**src/rtl/req_pending_scheduler_if.sv**
```systemverilog
// Handshake bundle between the request sources, the scheduler and the
// downstream channel service logic.
// slave  : scheduler side (takes requests and ready, drives the selection)
// master : environment side (drives requests and ready, observes selection)
interface req_pending_scheduler_if;
    logic [31:0] req_in;
    logic [4:0]  out_idx;
    logic        out_valid;
    logic        out_ready;
    logic [31:0] pending;
    logic        overflow;

    modport slave (
        input  req_in,
        input  out_ready,
        output out_idx,
        output out_valid,
        output pending,
        output overflow
    );

    modport master (
        output req_in,
        output out_ready,
        input  out_idx,
        input  out_valid,
        input  pending,
        input  overflow
    );
endinterface

```
**src/rtl/req_pending_scheduler.sv**
```systemverilog
// req_pending_scheduler
// Gathers single-cycle request pulses from 32 sources into a pending set,
// and hands out one source index per cycle on a registered valid/ready output.
// Selection is the highest pending index. When REQ_PENDING_SCHEDULER_RR_EN is
// defined, selection rotates downward from the last granted index instead
// (round robin, wrapping to the highest pending index).
module req_pending_scheduler (
    input  logic                          clk,
    input  logic                          rst,
    req_pending_scheduler_if.slave        bus
);

    localparam int N  = 32;
    localparam int IW = 5;

    logic [N-1:0]  pending_q, pending_d;
    logic [IW-1:0] out_idx_q, out_idx_d;
    logic          out_valid_q, out_valid_d;
    logic          overflow_q, overflow_d;

    logic          load;
    logic          any_pending;
    logic [IW-1:0] sel;
    logic [N-1:0]  clear_mask;

    // Highest set bit of a 32-bit vector; 0 when the vector is empty.
    function automatic logic [IW-1:0] hi_idx(input logic [N-1:0] v);
        logic [IW-1:0] r;
        r = '0;
        for (int i = 0; i < N; i++) begin
            if (v[i]) r = i[IW-1:0];
        end
        return r;
    endfunction

`ifdef REQ_PENDING_SCHEDULER_RR_EN
    logic [IW-1:0] rr_ptr_q, rr_ptr_d;
    logic [N-1:0]  below_ptr;
    logic [N-1:0]  masked;

    // Round-robin pick: highest pending index strictly below the last grant, else wrap.
    always_comb begin
        below_ptr = (32'd1 << rr_ptr_q) - 32'd1;
        masked    = pending_q & below_ptr;
        sel       = (masked != '0) ? hi_idx(masked) : hi_idx(pending_q);
        rr_ptr_d  = (load && any_pending) ? sel : rr_ptr_q;
    end
`else
    // Fixed priority pick: highest pending index wins.
    always_comb begin
        sel = hi_idx(pending_q);
    end
`endif

    // Next-state for the output register, pending set and overflow flag.
    always_comb begin
        any_pending = (pending_q != '0);
        load        = !out_valid_q || bus.out_ready;
        clear_mask  = '0;
        out_idx_d   = out_idx_q;
        out_valid_d = out_valid_q;
        if (load) begin
            if (any_pending) begin
                out_idx_d   = sel;
                out_valid_d = 1'b1;
                clear_mask  = 32'd1 << sel;
            end else begin
                out_valid_d = 1'b0;
            end
        end
        // A new request on the selected bit survives the clear (set beats clear).
        pending_d  = (pending_q & ~clear_mask) | bus.req_in;
        // The in-flight index is no longer in pending_q, so re-requesting it is not a merge.
        overflow_d = |(bus.req_in & pending_q);
    end

    // State registers; reset drops any held index without re-queueing it.
    always_ff @(posedge clk) begin
        if (rst) begin
            pending_q   <= '0;
            out_idx_q   <= '0;
            out_valid_q <= 1'b0;
            overflow_q  <= 1'b0;
`ifdef REQ_PENDING_SCHEDULER_RR_EN
            rr_ptr_q    <= 5'd31;
`endif
        end else begin
            pending_q   <= pending_d;
            out_idx_q   <= out_idx_d;
            out_valid_q <= out_valid_d;
            overflow_q  <= overflow_d;
`ifdef REQ_PENDING_SCHEDULER_RR_EN
            rr_ptr_q    <= rr_ptr_d;
`endif
        end
    end

    assign bus.out_idx   = out_idx_q;
    assign bus.out_valid = out_valid_q;
    assign bus.pending   = pending_q;
    assign bus.overflow  = overflow_q;

endmodule

```
**src/flat_wrapper.sv**
```systemverilog
// flat-port wrapper written by rule: the top's interface ports become plain ports
module req_pending_scheduler_flat 
  (clk, rst, bus_req_in, bus_out_ready, bus_out_idx, bus_out_valid, bus_pending, bus_overflow);
  req_pending_scheduler_if bus_i ();
  input  logic clk;
  input  logic rst;
  input wire logic [$bits(bus_i.req_in)-1:0] bus_req_in;
  input wire logic [$bits(bus_i.out_ready)-1:0] bus_out_ready;
  output wire logic [$bits(bus_i.out_idx)-1:0] bus_out_idx;
  output wire logic [$bits(bus_i.out_valid)-1:0] bus_out_valid;
  output wire logic [$bits(bus_i.pending)-1:0] bus_pending;
  output wire logic [$bits(bus_i.overflow)-1:0] bus_overflow;
  assign bus_i.req_in = bus_req_in;
  assign bus_i.out_ready = bus_out_ready;
  assign bus_out_idx = bus_i.out_idx;
  assign bus_out_valid = bus_i.out_valid;
  assign bus_pending = bus_i.pending;
  assign bus_overflow = bus_i.overflow;
  req_pending_scheduler u_core (.clk(clk), .rst(rst), .bus(bus_i));
endmodule
```
**config.mk**
```make
export PLATFORM = sky130hd
export DESIGN_NAME = req_pending_scheduler_flat
export DESIGN_NICKNAME = d
export VERILOG_FILES = /design/src/rtl/req_pending_scheduler_if.sv /design/src/rtl/req_pending_scheduler.sv /design/src/flat_wrapper.sv
export SDC_FILE = /design/constraint.sdc
export NUM_CORES = 1
export LEC_CHECK = 0
export ABC_AREA = 1
export CORE_UTILIZATION = 35
export DETAILED_ROUTE_END_ITERATION = 12
export GPL_TIMING_DRIVEN = 0
export PLACE_DENSITY_LB_ADDON = 0.15
export SYNTH_ARGS = -nofsm -noshare
export SYNTH_HDL_FRONTEND = slang
export SYNTH_SLANG_ARGS = --single-unit
export TNS_END_PERCENT = 30
```
**constraint.sdc**
```tcl
create_clock -name clk -period 2.7 [get_ports clk]
set_input_delay 0.81 -clock clk [delete_from_list [all_inputs] [get_ports clk]]
set_output_delay 0.81 -clock clk [all_outputs]
set_load 0.03 [all_outputs]
```
==> results of run 1 <==
==> routing by layer <==
layer | part of all wire [%] | vias to the layer above
met2 | 48 | 75
met1 | 46 | 1087
li1 | - | 1199
met5 | 0 | -
met3 | 5.3 | 6
met4 | 0.69 | 0
==> final cells by class <==
type	count	share of cell area (%)
Buffer	6	1.33
Timing Repair Buffer	76	22.2
Tap cell	77	2.85
Clock buffer	8	2.96
Inverter	68	12.6
Multi-Input combinational cell	195	34.8
Sequential cell	39	23.3
==> kinds of logic after synthesis <==
logic type             after synthesis
and+or+nand+nor                    116
AOI/OAI and AO/OA                   79
buffers and inverters               74
DFF                                 39
==> Yosys cell counts (2+ instances only) <==
library cell | count | area, um2
a221oi_1 | 2 | 17.5
a21oi_1 | 39 | 195
bufinv_8 | 12 | 210
nand2_4 | 3 | 33.8
dfxtp_1 | 39 | 781
nand2_1 | 45 | 169
nor2_4 | 4 | 45.0
nand3_2 | 2 | 20.0
a21oi_2 | 2 | 17.5
nor4_1 | 7 | 43.8
nor2_1 | 10 | 37.5
clkbuf_1 | 2 | 7.51
nand4_2 | 3 | 37.5
nand2_2 | 2 | 12.5
nand3_1 | 29 | 145
o21bai_1 | 7 | 52.6
o22ai_1 | 8 | 50.1
buf_2 | 2 | 10.0
inv_1 | 42 | 158
clkbuf_8 | 2 | 27.5
clkinv_1 | 3 | 11.3
o21ai_1 | 12 | 60.1
nor2_2 | 3 | 18.8
nand4_1 | 7 | 43.8
inv_2 | 10 | 37.5
==> state kept, by name, indices dropped and copies added (netlist names) <==
signal,flops
u_core.bus.overflow,1
u_core.bus.out_valid,1
u_core.bus.out_idx,5
u_core.bus.pending,32
==> stage by stage <==
stage,hold slack [ns],instance area [um2]
global placement,0.452,3160
detailed placement,0.459,3160
floorplan,0.585,2350
CTS,0.470,3260
global route,0.488,3380
finish,0.466,3380
==> path summary, 6_finish.rpt <==
path	from	end	slack (ns)
hold reg to reg	u_core.bus.out_idx[4]	u_core.bus.out_idx[4]	0.47
hold / removal	u_core.bus.out_idx[4]	u_core.bus.out_idx[4]	0.47
setup reg to reg	u_core.bus.pending[2]	u_core.bus.pending[4]	-0.01
setup / recovery	u_core.bus.pending[2]	u_core.bus.pending[4]	-0.01
==> power by group through the flow <==
| stage | clock network, mW | registers, mW | logic (mW) |
|---|---|---|---|
| after floorplan | 0 | 0.753 | 0.252 |
| after global placement | 0 | 0.674 | 0.525 |
| after detailed placement | 0 | 0.675 | 0.530 |
| after CTS | 0.444 | 0.661 | 0.533 |
| after global routing | 0.470 | 0.668 | 0.598 |
| final | 0.439 | 0.662 | 0.559 |
==> worst register-to-register path, stage by stage, from the launching register on <==
cell and delay, ns:
dfxtp_2 0.33, inv_2 0.06, buf_4 0.10, nand2_1 0.07, nand3_1 0.07, nand3_1 0.07
nand3_1 0.07, nand3_1 0.09, nand3_1 0.08, nand3_1 0.09, nand3_1 0.08, nand3_1 0.07
nand3_1 0.07, nand3_1 0.09, nand3_1 0.08, nand3_1 0.06, nand3_1 0.12, nand3_4 0.18
inv_4 0.14, nand3_2 0.13, nor2_2 0.21, nand3_1 0.13, a21oi_1 0.14, nor2_1 0.05
==> what timing repair did <==
item,in CTS,in global routing
setup endpoints to repair,5,33
gates resized for setup,1,18
pin swaps,0,13
buffers inserted,0,4
==> flow_summary.json, run 1 <==
{
  "synth_fa_ha_area_share_pct": 0,
  "dp_worst_setup_slack_ns": -0.212,
  "internal_power_mw": 1.11,
  "grt_overflow_total": 0,
  "worst_pin_slew_ns": 0.905,
  "synthArstFlopShare_pct": 0,
  "p_clk_share_pct": 26.4,
  "crit_arrival_ns": 2.86,
  "holdPathStages": 2,
  "hp-class": "reg -> reg",
  "cellLeakagePower_nw": 1.44,
  "critical_path.max_fanout": 6,
  "peakVddDrop_mv": 0.209,
  "cp.required_ns": 2.85,
  "ys_types": 36,
  "fillers": 633,
  "firstDrtPassIters": 8,
  "chipWidth_um": 83.9,
  "final_cell_mix": "clkdlybuf4s50_1 (72), nand2_1 (45), inv_1 (40)",
  "cts_buffers": 5,
  "setup_slack_ns": -0.0122,
  "synth_mux_area_share_pct": 0,
  "slew_violations": 0,
  "critPathMostFrequentCell": "nand3_1",
  "drc": 8,
  "ff2ff_path_depth": 23,
  "first_global_vias": 2204,
  "synth_top_family_by_area": "simple AND/OR/NAND/NOR gates",
  "die_y_um": 83.9,
  "track_usage_pct": 18.9,
  "multi_input_area_mm2": 0.00117,
  "use_met2_pct": 30.2,
  "grt_max_degree": 12,
  "status": "finished with violations",
  "port_buffers": 72,
  "cp_slowest_cell": "dfxtp_2",
  "period_share_pct": 100,
  "worstSetupPathType": "reg -> reg",
  "finalSetupViolCount": 3,
  "cp.depth": 23,
  "gp_congestion": 0.869,
  "synth_edf_count": 0,
  "ys.flop_type": "dfxtp_1",
  "critical-path-top-delay-family": "simple AND/OR/NAND/NOR gates",
  "max_slew_margin_pct": 38.1,
  "p_sw_share_pct": 33.4,
  "ys_seq_area_share_pct": 33.3,
  "path_buf_inv": 3,
  "cp_slowest_stage_delay_ns": 0.33,
  "fmax_mhz": 369,
  "syn_avg_cell_area_um2": 7.62,
  "regArea_um2": 787,
  "grt_pass1_wl_mm": 10.5,
  "grtUsageMet1_pct": 25.5,
  "drt-initial-drc-count": 122,
  "fin_cells": 469,
  "hold_viol_final": 0,
  "setup-tns-final_ns": -0.0243,
  "antenna_found_initial": 0,
  "area_growth_pct": 44.0,
  "fp.dieArea_mm2": 0.00704,
  "vias_per_cell": 5.05,
  "start_util_pct": 36.5,
  "post_drt_wl_per_cell_um": 14.7,
  "rsz0062_at_grt": "yes",
  "syn_area_mm2": 0.00235,
  "cts_tree": "yes",
  "min_period_ns": 2.71,
  "htreeDepth": 2,
  "ys_seq_elements": 39,
  "fin_util_pct": 52.6,
  "yosysWarningCount": 0,
  "clkTransAtPathRegs_ns": 0.07,
  "core_area_mm2": 0.00642,
  "layout-drive-gt1-share_pct": 17.9,
  "powerDensity_mw_per_mm2": 491,
  "top_usage_layer": "met2",
  "synthSimpleGateAreaFrac_pct": 26.6,
  "fin_nets": 426,
  "grtUsageMet3_pct": 4.06,
  "crit_path_end_kind": "flip-flop",
  "maxCapViolations": 0,
  "violations": "DRC, setup timing",
  "fp-row-count": 29,
  "clk_latency_ns": 0.29,
  "pwr-share-seq_pct": 39.9,
  "synth_compound_area_share_pct": 20.2,
  "cts-hold-fix-buffers": 0,
  "synth_xor_area_share_pct": 0,
  "cts.sinks": 39,
  "netlist_instances": 308,
  "ant_nets": 0,
  "cts_buffer_depth": 2,
  "cts_root_buffer": "clkbuf_8",
  "syn_nets": 343,
  "insertedDiodeCount": 0,
  "comb_power_share_pct": 33.7,
  "io_pins": 74,
  "hpwl_mm": 5.35,
  "path_cells": "inv_2 -> buf_4 -> nand2_1 -> nand3_1 -> nand3_1 -> nand3_1 -> nand3_1 -> nand3_1 -> nand3_1 -> nand3_1 -> nand3_1 -> nand3_1 -> nand3_1 -> nand3_1 -> nand3_1 -> nand3_1 -> nand3_4 -> inv_4 -> nand3_2 -> nor2_2 -> nand3_1 -> a21oi_1 -> nor2_1",
  "critPathLaunchType": "flip-flop",
  "placed_cells": 457,
  "finalPower_mw": 1.66,
  "num_vias": 2367,
  "fin_skew_ns": 0.00676,
  "final_common_cell": "clkdlybuf4s50_1",
  "routed_wl_mm": 6.91,
  "p_switching_mw": 0.554
}
No activity file was read; power rests on OpenSTA's default activity.
==> inputs of run 2 (changes only) <==
PLACE_DENSITY = 0.74   (was not set)
PLACE_DENSITY_LB_ADDON = not set   (was 0.15)
==> run 2 against run 1 <==
Net effect: the flow finishes with violations (DRC); largest power group unchanged; via count rose by 0.34%; clock power decreased by 8.9%; critical path type is now in -> reg; clock skew is 0.0012 ns higher; register-to-register slack better by 0.07 ns; clock-buffer cell count down 2.
==> flow_summary.json, run 2 (same netlist as run 1, synthesis figures left out) <==
{
  "crit_arrival_ns": 2.83,
  "hpwl_mm": 5.25,
  "hp-class": "reg -> reg",
  "status": "finished with violations",
  "fin_util_pct": 51.5,
  "worstSetupPathType": "in -> reg",
  "critical_path.max_fanout": 2,
  "cts_buffer_depth": 2,
  "p_switching_mw": 0.559,
  "drt-initial-drc-count": 137,
  "firstDrtPassIters": 8,
  "vias_per_cell": 5.07,
  "worst_pin_slew_ns": 0.863,
  "insertedDiodeCount": 0,
  "largest_reg_flops": 32,
  "pwr-share-seq_pct": 41.1,
  "num_vias": 2375,
  "p_clk_share_pct": 24.8,
  "dr_wl_met2_mm": 3.17,
  "cts.sinks": 39,
  "comb_power_share_pct": 34.1,
  "max_slew_margin_pct": 41.0,
  "grt_pass1_wl_mm": 11.0,
  "start_util_pct": 36.5,
  "ant_nets": 0,
  "drc": 3,
  "finalPower_mw": 1.61,
  "cp.required_ns": 2.88,
  "antenna_found_initial": 0,
  "min_period_ns": 2.65,
  "cts_tree": "yes",
  "die_y_um": 83.9,
  "violations": "DRC",
  "fin_skew_ns": 0.00800,
  "fp.dieArea_mm2": 0.00704,
  "track_usage_pct": 19.7,
  "io_pins": 74,
  "critPathLaunchType": "input port",
  "setup-tns-final_ns": 0,
  "wirelength_met1_mm": 3.03,
  "layout-drive-gt1-share_pct": 16.6,
  "slew_violations": 0,
  "post_drt_wl_per_cell_um": 14.4,
  "cts_root_buffer": "clkbuf_8",
  "final_common_cell": "clkdlybuf4s50_1",
  "hold_viol_final": 0,
  "crit_path_end_kind": "flip-flop",
  "core_area_mm2": 0.00642,
  "internal_power_mw": 1.05,
  "wl_met3_um": 412,
  "fmax_mhz": 377,
  "powerDensity_mw_per_mm2": 487,
  "htreeDepth": 2,
  "fp-row-count": 29,
  "clkTransAtPathRegs_ns": 0.08,
  "routed_wl_mm": 6.73,
  "fin_nets": 425,
  "final_cell_mix": "clkdlybuf4s50_1 (72), nand2_1 (45), inv_1 (40)",
  "port_buffers": 72,
  "first_global_vias": 2321,
  "cts_buffers": 5,
  "p_sw_share_pct": 34.7,
  "chipWidth_um": 83.9,
  "maxCapViolations": 0,
  "cellLeakagePower_nw": 1.44,
  "grt_max_degree": 13,
  "grt_overflow_total": 0,
  "gp_congestion": 0.933,
  "period_share_pct": 98.3,
  "clk_latency_ns": 0.30,
  "peakVddDrop_mv": 0.218,
  "top_layer": "met4",
  "cts-hold-fix-buffers": 0,
  "finalSetupViolCount": 0,
  "rsz0062_at_grt": "yes",
  "area_growth_pct": 41.0
}
## run 2: through the flow
step,cell area [um2],cells,hold WS [ns],setup slack [ns]
after global placement,3160,457,0.461,-0.175
after global routing,3310,468,0.488,-0.283
after detailed placement,3160,457,0.469,-0.168
after CTS,3250,465,0.481,0.0562
final,3310,468,0.480,0.0450
after floorplan,2350,308,0.585,0.220
## run 2: cell type report
type / instances / area [um2]
Tap cell: 77 / 96.3
Clock buffer: 6 / 72.6
Clock inverter: 2 / 12.5
Fill cell: 617 / 3110
Inverter: 68 / 423
Timing Repair Buffer: 75 / 743
Multi-Input combinational cell: 195 / 1130
Sequential cell: 39 / 785
Buffer: 6 / 45.0
## run 2: worst paths after layout
check             slack, ns                     end  cells after the start                   from
hold reg to reg        0.48   u_core.bus.pending[2]                      2  u_core.bus.pending[2]
setup / recovery       0.05     u_core.bus.overflow                      8         bus_req_in[14]
hold / removal         0.48   u_core.bus.pending[2]                      2  u_core.bus.pending[2]
setup reg to reg       0.06  u_core.bus.pending[20]                     21  u_core.bus.pending[5]
## run 2: layer usage
layer	up-vias	global-route usage, %
met5	-	0
li1	1197	-
met2	80	31.8
met4	0	7.37
met3	12	4.06
met1	1086	25.7
## run 2: worst max-delay path: stages
cell	delay, ns
clkdlybuf4s50_1	0.40
inv_1	0.08
o22ai_1	0.07
a21oi_1	0.15
o221ai_1	0.14
a2111oi_0	0.76
o2111a_1	0.31
a41oi_1	0.10
## run 2: power by group through the flow
stage          Clock (mW)  Sequential [mW]  Combinational [mW]
3_5_place_dp            0            0.674               0.527
6_report            0.400            0.662               0.549
3_3_place_gp            0            0.674               0.521
5_1_grt             0.431            0.669               0.594
4_1_cts             0.409            0.661               0.531
2_1_floorplan           0            0.753               0.252
## run 2: timing repair
item	4_1_cts	5_1_grt
pin swaps	0	6
gates resized for setup	1	9
buffers inserted	0	3
setup endpoints to repair	1	32
